===== src/rtl/pwm_capture_pkg.sv =====
// Shared definitions for the PWM input-capture peripheral: register offsets,
// register bit positions and the capture FSM state encoding.
package pwm_capture_pkg;

  localparam logic [7:0] ADDR_CTRL   = 8'h40;
  localparam logic [7:0] ADDR_STATUS = 8'h44;
  localparam logic [7:0] ADDR_PERIOD = 8'h48;
  localparam logic [7:0] ADDR_HIGH   = 8'h4C;
  localparam logic [7:0] ADDR_CNT    = 8'h50;

  localparam int CTRL_EN_BIT     = 0;
  localparam int CTRL_IRQ_EN_BIT = 1;
  localparam int STAT_VALID_BIT  = 0;
  localparam int STAT_OVF_BIT    = 1;

  typedef enum logic [1:0] {
    ST_DIS = 2'd0,
    ST_ARM = 2'd1,
    ST_HI  = 2'd2,
    ST_LO  = 2'd3
  } cap_state_t;

endpackage


===== src/rtl/pwm_capture_edge.sv =====
// Brings the asynchronous PWM pin into the apb_pclk domain and flags
// rising/falling edges; both edges see the same pipeline latency.
module pwm_capture_edge (
  input  logic apb_pclk,
  input  logic apb_prst,
  input  logic pwm_in,
  output logic rise,
  output logic fall
);

  logic s1, s2, s3;

  always_ff @(posedge apb_pclk or posedge apb_prst) begin
    if (apb_prst) begin
      s1 <= 1'b0;
      s2 <= 1'b0;
      s3 <= 1'b0;
    end else begin
      s1 <= pwm_in;
      s2 <= s1;
      s3 <= s2;
    end
  end

  assign rise = s2 & ~s3;
  assign fall = ~s2 & s3;

endmodule


===== src/rtl/pwm_capture.sv =====
// APB input-capture peripheral measuring PWM period and high time.
// Optional interrupt support is enabled by defining PWM_CAP_IRQ_EN.
module pwm_capture #(
  parameter int CNT_W = 32
) (
  input  logic        apb_pclk,
  input  logic        apb_prst,
  input  logic        apb_psel,
  input  logic [31:0] apb_paddr,
  input  logic        apb_penable,
  input  logic        apb_pwrite,
  input  logic [31:0] apb_pwdata,
  output logic [31:0] apb_prdata,
  input  logic        pwm_in,
  output logic        irq
);

  import pwm_capture_pkg::*;

  localparam logic [CNT_W-1:0] CNT_ONE = CNT_W'(1);

  logic             rise, fall;
  logic             wr_en, ctrl_wr, stat_wr, en_on, en_off;
  logic             cnt_max;
  cap_state_t       state_q, state_d;
  logic             cnt_clr, cnt_one, cnt_inc, high_cap, meas_cap, ovf_set;
  logic [CNT_W-1:0] cnt_q, high_tmp_q, period_q, high_q;
  logic             ctrl_en_q, irq_en_q, valid_q, ovf_q;
  logic             unused_ok;

  pwm_capture_edge u_edge (
    .apb_pclk (apb_pclk),
    .apb_prst (apb_prst),
    .pwm_in   (pwm_in),
    .rise     (rise),
    .fall     (fall)
  );

  assign wr_en     = apb_psel & apb_penable & apb_pwrite;
  assign ctrl_wr   = wr_en && (apb_paddr[7:0] == ADDR_CTRL);
  assign stat_wr   = wr_en && (apb_paddr[7:0] == ADDR_STATUS);
  assign en_on     = ctrl_wr &&  apb_pwdata[CTRL_EN_BIT];
  assign en_off    = ctrl_wr && !apb_pwdata[CTRL_EN_BIT];
  assign cnt_max   = (cnt_q == '1);
  assign unused_ok = ^{apb_paddr[31:8], apb_pwdata[31:2]};

  always_ff @(posedge apb_pclk or posedge apb_prst) begin
    if (apb_prst) state_q <= ST_DIS;
    else          state_q <= state_d;
  end

  // A disabling CTRL write overrides whatever edge arrives in the same cycle.
  always_comb begin
    state_d = state_q;
    if (en_off) begin
      state_d = ST_DIS;
    end else begin
      case (state_q)
        ST_DIS:  if (en_on) state_d = ST_ARM;
        ST_ARM:  if (rise)  state_d = ST_HI;
        ST_HI:   if (fall) state_d = ST_LO; else if (cnt_max) state_d = ST_ARM;
        ST_LO:   if (rise) state_d = ST_HI; else if (cnt_max) state_d = ST_ARM;
        default: state_d = ST_DIS;
      endcase
    end
  end

  always_comb begin
    cnt_clr  = 1'b0;
    cnt_one  = 1'b0;
    cnt_inc  = 1'b0;
    high_cap = 1'b0;
    meas_cap = 1'b0;
    ovf_set  = 1'b0;
    if (en_off) begin
      cnt_clr = 1'b1;
    end else begin
      case (state_q)
        ST_DIS: cnt_clr = 1'b1;
        ST_ARM: cnt_one = rise;
        ST_HI: begin
          if (fall)         begin high_cap = 1'b1; cnt_inc = 1'b1; end
          else if (cnt_max) begin ovf_set  = 1'b1; cnt_clr = 1'b1; end
          else              cnt_inc = 1'b1;
        end
        ST_LO: begin
          if (rise)         begin meas_cap = 1'b1; cnt_one = 1'b1; end
          else if (cnt_max) begin ovf_set  = 1'b1; cnt_clr = 1'b1; end
          else              cnt_inc = 1'b1;
        end
        default: cnt_clr = 1'b1;
      endcase
    end
  end

  always_ff @(posedge apb_pclk or posedge apb_prst) begin
    if (apb_prst) begin
      cnt_q      <= '0;
      high_tmp_q <= '0;
      period_q   <= '0;
      high_q     <= '0;
    end else begin
      if (cnt_clr)      cnt_q <= '0;
      else if (cnt_one) cnt_q <= CNT_ONE;
      else if (cnt_inc) cnt_q <= cnt_q + CNT_ONE;
      if (high_cap) high_tmp_q <= cnt_q;
      if (meas_cap) begin
        period_q <= cnt_q;
        high_q   <= high_tmp_q;
      end
    end
  end

  // Hardware set takes priority over a software write-1-to-clear.
  always_ff @(posedge apb_pclk or posedge apb_prst) begin
    if (apb_prst) begin
      ctrl_en_q <= 1'b0;
      valid_q   <= 1'b0;
      ovf_q     <= 1'b0;
    end else begin
      if (ctrl_wr) ctrl_en_q <= apb_pwdata[CTRL_EN_BIT];
      if (meas_cap)                                valid_q <= 1'b1;
      else if (stat_wr && apb_pwdata[STAT_VALID_BIT]) valid_q <= 1'b0;
      if (ovf_set)                                 ovf_q <= 1'b1;
      else if (stat_wr && apb_pwdata[STAT_OVF_BIT])   ovf_q <= 1'b0;
    end
  end

`ifdef PWM_CAP_IRQ_EN
  logic irq_q;

  always_ff @(posedge apb_pclk or posedge apb_prst) begin
    if (apb_prst) begin
      irq_en_q <= 1'b0;
      irq_q    <= 1'b0;
    end else begin
      if (ctrl_wr) irq_en_q <= apb_pwdata[CTRL_IRQ_EN_BIT];
      irq_q <= irq_en_q & (valid_q | ovf_q);
    end
  end

  assign irq = irq_q;
`else
  assign irq_en_q = 1'b0;
  assign irq      = 1'b0;
`endif

  always_comb begin
    apb_prdata = '0;
    if (apb_psel && !apb_pwrite) begin
      case (apb_paddr[7:0])
        ADDR_CTRL:   apb_prdata = {30'd0, irq_en_q, ctrl_en_q};
        ADDR_STATUS: apb_prdata = {30'd0, ovf_q, valid_q};
        ADDR_PERIOD: apb_prdata = 32'(period_q);
        ADDR_HIGH:   apb_prdata = 32'(high_q);
        ADDR_CNT:    apb_prdata = 32'(cnt_q);
        default:     apb_prdata = '0;
      endcase
    end
  end

endmodule


===== config.mk =====
export PLATFORM = sky130hd
export DESIGN_NAME = pwm_capture
export DESIGN_NICKNAME = d
export VERILOG_FILES = /design/src/rtl/pwm_capture_pkg.sv /design/src/rtl/pwm_capture_edge.sv /design/src/rtl/pwm_capture.sv
export SDC_FILE = /design/constraint.sdc
export NUM_CORES = 1
export LEC_CHECK = 0
export BUFFER_PORTS_ARGS = -buffer_cell sky130_fd_sc_hd__buf_2
export CAP_MARGIN = 20
export CORE_MARGIN = 2
export CORE_UTILIZATION = 59
export CTS_BUF_LIST = sky130_fd_sc_hd__clkbuf_4
export DETAILED_ROUTE_END_ITERATION = 16
export GPL_TIMING_DRIVEN = 0
export PLACE_DENSITY = 0.85
export RECOVER_POWER = 25
export SETUP_SLACK_MARGIN = 0.4
export SYNTH_ARGS = -nofsm -noshare
export SYNTH_HDL_FRONTEND = slang
export SYNTH_SLANG_ARGS = --single-unit

===== constraint.sdc =====
create_clock -name apb_pclk -period 5.35 [get_ports apb_pclk]
set_input_delay 0.2675 -clock apb_pclk [delete_from_list [all_inputs] [get_ports apb_pclk]]
set_output_delay 0.2675 -clock apb_pclk [all_outputs]
set_load 0.1 [all_outputs]

==> impl_metrics.env <==
export IMPL_outcome="complete, but fails checks"
export IMPL_violations="max-capacitance violations, max-slew violations"
export IMPL_grt_util_met3_pct=7.47
export IMPL_synth_area_leader_cell="dfrtp_1"
export IMPL_worstSetupStartpointType="input port"
export IMPL_cts_buffer_depth=2
export IMPL_place_inst=747
export IMPL_max_slew_worst_pin_slew_ns=2.47
export IMPL_leakagePower_nw=3.35
export IMPL_power_mw=2.17
export IMPL_dr_total_vias=4969
export IMPL_rsz0062_at_grt="no"
export IMPL_drt_vias_per_instance=6.35
export IMPL_synth_area_um2=6520
export IMPL_cts_sinks=136
export IMPL_cts_setup_buffers=0
export IMPL_syn_inst=560
export IMPL_n_antenna_cell=0
export IMPL_yosys_cell_types_count=60
export IMPL_ys_seq_area_share_pct=52.2
export IMPL_wirelength_mm=15.3
export IMPL_yosys_top_cells_area="dfrtp_1 52%, mux2_2 8.5%, mux2_1 7.9%"
export IMPL_io_buffers=46
export IMPL_drc=0
export IMPL_setup_viol=0
export IMPL_slew_headroom_pct=-65.6
export IMPL_critPathArrivalTime_ns=3.89
export IMPL_critPathRequiredTime_ns=5.68
export IMPL_initialDrtViolationCount=490
export IMPL_vdd_drop_max_uv=208
export IMPL_grt_ovfl_total=0
export IMPL_synthTopCellsByCount="136 x dfrtp_1, 52 x nor2_1, 49 x mux2_2"
export IMPL_cts_tree="yes"
export IMPL_root_buffer="clkbuf_4"
export IMPL_grt_pass1_wl_mm=24.6
export IMPL_final_setup_skew_ns=0.0254
export IMPL_grt_pass1_vias=5032
export IMPL_met1_usage_pct=34.3
export IMPL_start_util_pct=60.4
export IMPL_cap_violations=2
export IMPL_min_period_ns=3.56
export IMPL_reg2reg_slack_ns=2.82
export IMPL_ys_flop_type="dfrtp_1"
export IMPL_gp_routability_congestion=0.933
export IMPL_insertion_delay_ns=0.58
export IMPL_die_area_um2=11900
export IMPL_ios=103
export IMPL_grt_max_degree=79
export IMPL_fmax_ghz=0.281
export IMPL_fin_area_um2=7310
export IMPL_grt_busiest_layer="met2"
export IMPL_power_density_nw_per_um2=297
export IMPL_critical_path_class="input port to asynchronous set/reset pin"
export IMPL_area_growth_pct=12.1
export IMPL_rows=38
export IMPL_syn_area_per_cell_um2=11.6
export IMPL_ys_ff_latch=136
export IMPL_hold_buffers=4
export IMPL_ctsResizeCount=0
export IMPL_worstSetupEndpointType="asynchronous set/reset pin"
export IMPL_final_nets=701
export IMPL_synth_nets=631
export IMPL_place_area_um2=6960
export IMPL_min_period_over_period_pct=66.5
export IMPL_die_x_um=109
export IMPL_postRouteAntennaNets=0
export IMPL_yosysMostFrequentCell="dfrtp_1"
export IMPL_drv_slew=139
export IMPL_worstHoldPathType="input port to flip-flop"
export IMPL_layoutNonFillerInstCount=783
export IMPL_grt_antenna_before_repair=0
export IMPL_wire_per_inst_um=19.5
export IMPL_synth_edf_count=0
export IMPL_htreeDepth=4
export IMPL_cp_max_fo=78
export IMPL_synthArstFlopShare_pct=100
export IMPL_yosysWarnings=0
export IMPL_synth_top_area_share_pct=52.2
export IMPL_globalRouteMet2Util_pct=45.0
export IMPL_core_area_um2=10800
export IMPL_finalHoldViolCount=0
export IMPL_track_usage_pct=27.3
export IMPL_die_height_um=109
export IMPL_numCtsBuffers=17
export IMPL_firstDrtPassIters=6
export IMPL_fin_setup_tns_ns=0
export IMPL_post_dp_hpwl_mm=10.4
export IMPL_clk_pin_slew_ns=0.10
export IMPL_drive_gt1_share_pct=26.3
## metal layers
layer	vias up	wire length (um)
li1	2242	-
met1	2520	6460
met2	181	7600
met3	26	925
met4	0	293
met5	-	0
## worst max-delay path, stage by stage
cell and delay (ns):
dlygate4sd3_1 0.53, buf_2 0.12, clkinvlp_2 1.38, clkbuf_2 1.53
## stage by stage
stage	utilization, %	hold WS (ns)	worst slack [ns]
3_5_place_dp	64.5	0.342	2.17
2_1_floorplan	-	0.299	1.44
5_1_grt	67.7	0.0894	0.998
3_3_place_gp	64.2	0.340	0.230
4_1_cts	67.9	0.0537	2.15
6_report	67.7	0.0946	1.79
## cell type report
type                    count  area (um^2)
inverters                   5         20.0
repair buffers             51          275
clock inverters            14          199
fillers                   770         3490
clock buffers              18          135
well taps                 140          175
flip-flops and latches    136         3400
multi-input cells         380         2860
plain buffers              39          236
## sequential cells by signal (all words and copies together) (netlist names)
signal	flops
high_q	32
high_tmp_q	32
u_edge.s1	1
u_edge.s2	1
ovf_q	1
cnt_q	32
period_q	32
state_q	2
ctrl_en_q	1
valid_q	1
u_edge.s3	1
## layout by cell type (no fill, tap or decap), types with 3 or more instances in the layout
cell type        n
dlygate4sd3_1    4
nor3_1           7
nand2_1         27
and3_1           7
and2_1           4
o31ai_1          8
clkinvlp_4       4
o21a_1           3
nand4_1         12
xor2_1           5
o21ai_0         18
buf_2           58
inv_1            4
nor2b_1          3
mux2_1          46
or3_1           13
clkbuf_4        18
nor2_1          52
nand3_1         10
dfrtp_1        136
mux2_2          49
a21oi_1         29
a222oi_1        30
clkbuf_1        16
buf_6            9
bufinv_16        4
clkinv_4         4
nand2b_1         3
mux2i_1          3
or4_1            8
## where the power goes
| group | leakage, nW | switching, mW | total, mW | internal (mW) |
|---|---|---|---|---|
| clock network | 0.165 | 0.396 | 0.774 | 0.378 |
| registers | 1.86 | 0.0539 | 1.15 | 1.10 |
| logic | 1.33 | 0.143 | 0.240 | 0.0965 |
## kinds of logic (layout without fill, tap and decap cells)
family | count (synthesis) | count (layout) | synth area share [%]
muxes | 98 | 98 | 16.9
adders and majority gates | 1 | 1 | 0.192
buffers and inverters | 44 | 127 | 3.91
DFF | 136 | 136 | 52.2
and+or+nand+nor | 171 | 171 | 14.6
other | 1 | 1 | 0.0575
xor gates and xnor gates | 6 | 6 | 0.806
AOI/OAI and AO/OA | 103 | 103 | 11.4
## final timing paths
| check | start | to | cells after the start |
|---|---|---|---|
| min reg2reg | u_edge.s1 | u_edge.s2 | 0 |
| min | apb_paddr[3] | ovf_q | 5 |
| max in group apb_pclk | apb_paddr[1] | apb_prdata[13] | 8 |
| max reg2reg | cnt_q[1] | cnt_q[16] | 7 |
| min in group asynchronous | apb_prst | high_tmp_q[11] | 3 |
| max | apb_prst | u_edge.s3 | 4 |
Power figures use the tool's default switching activity.
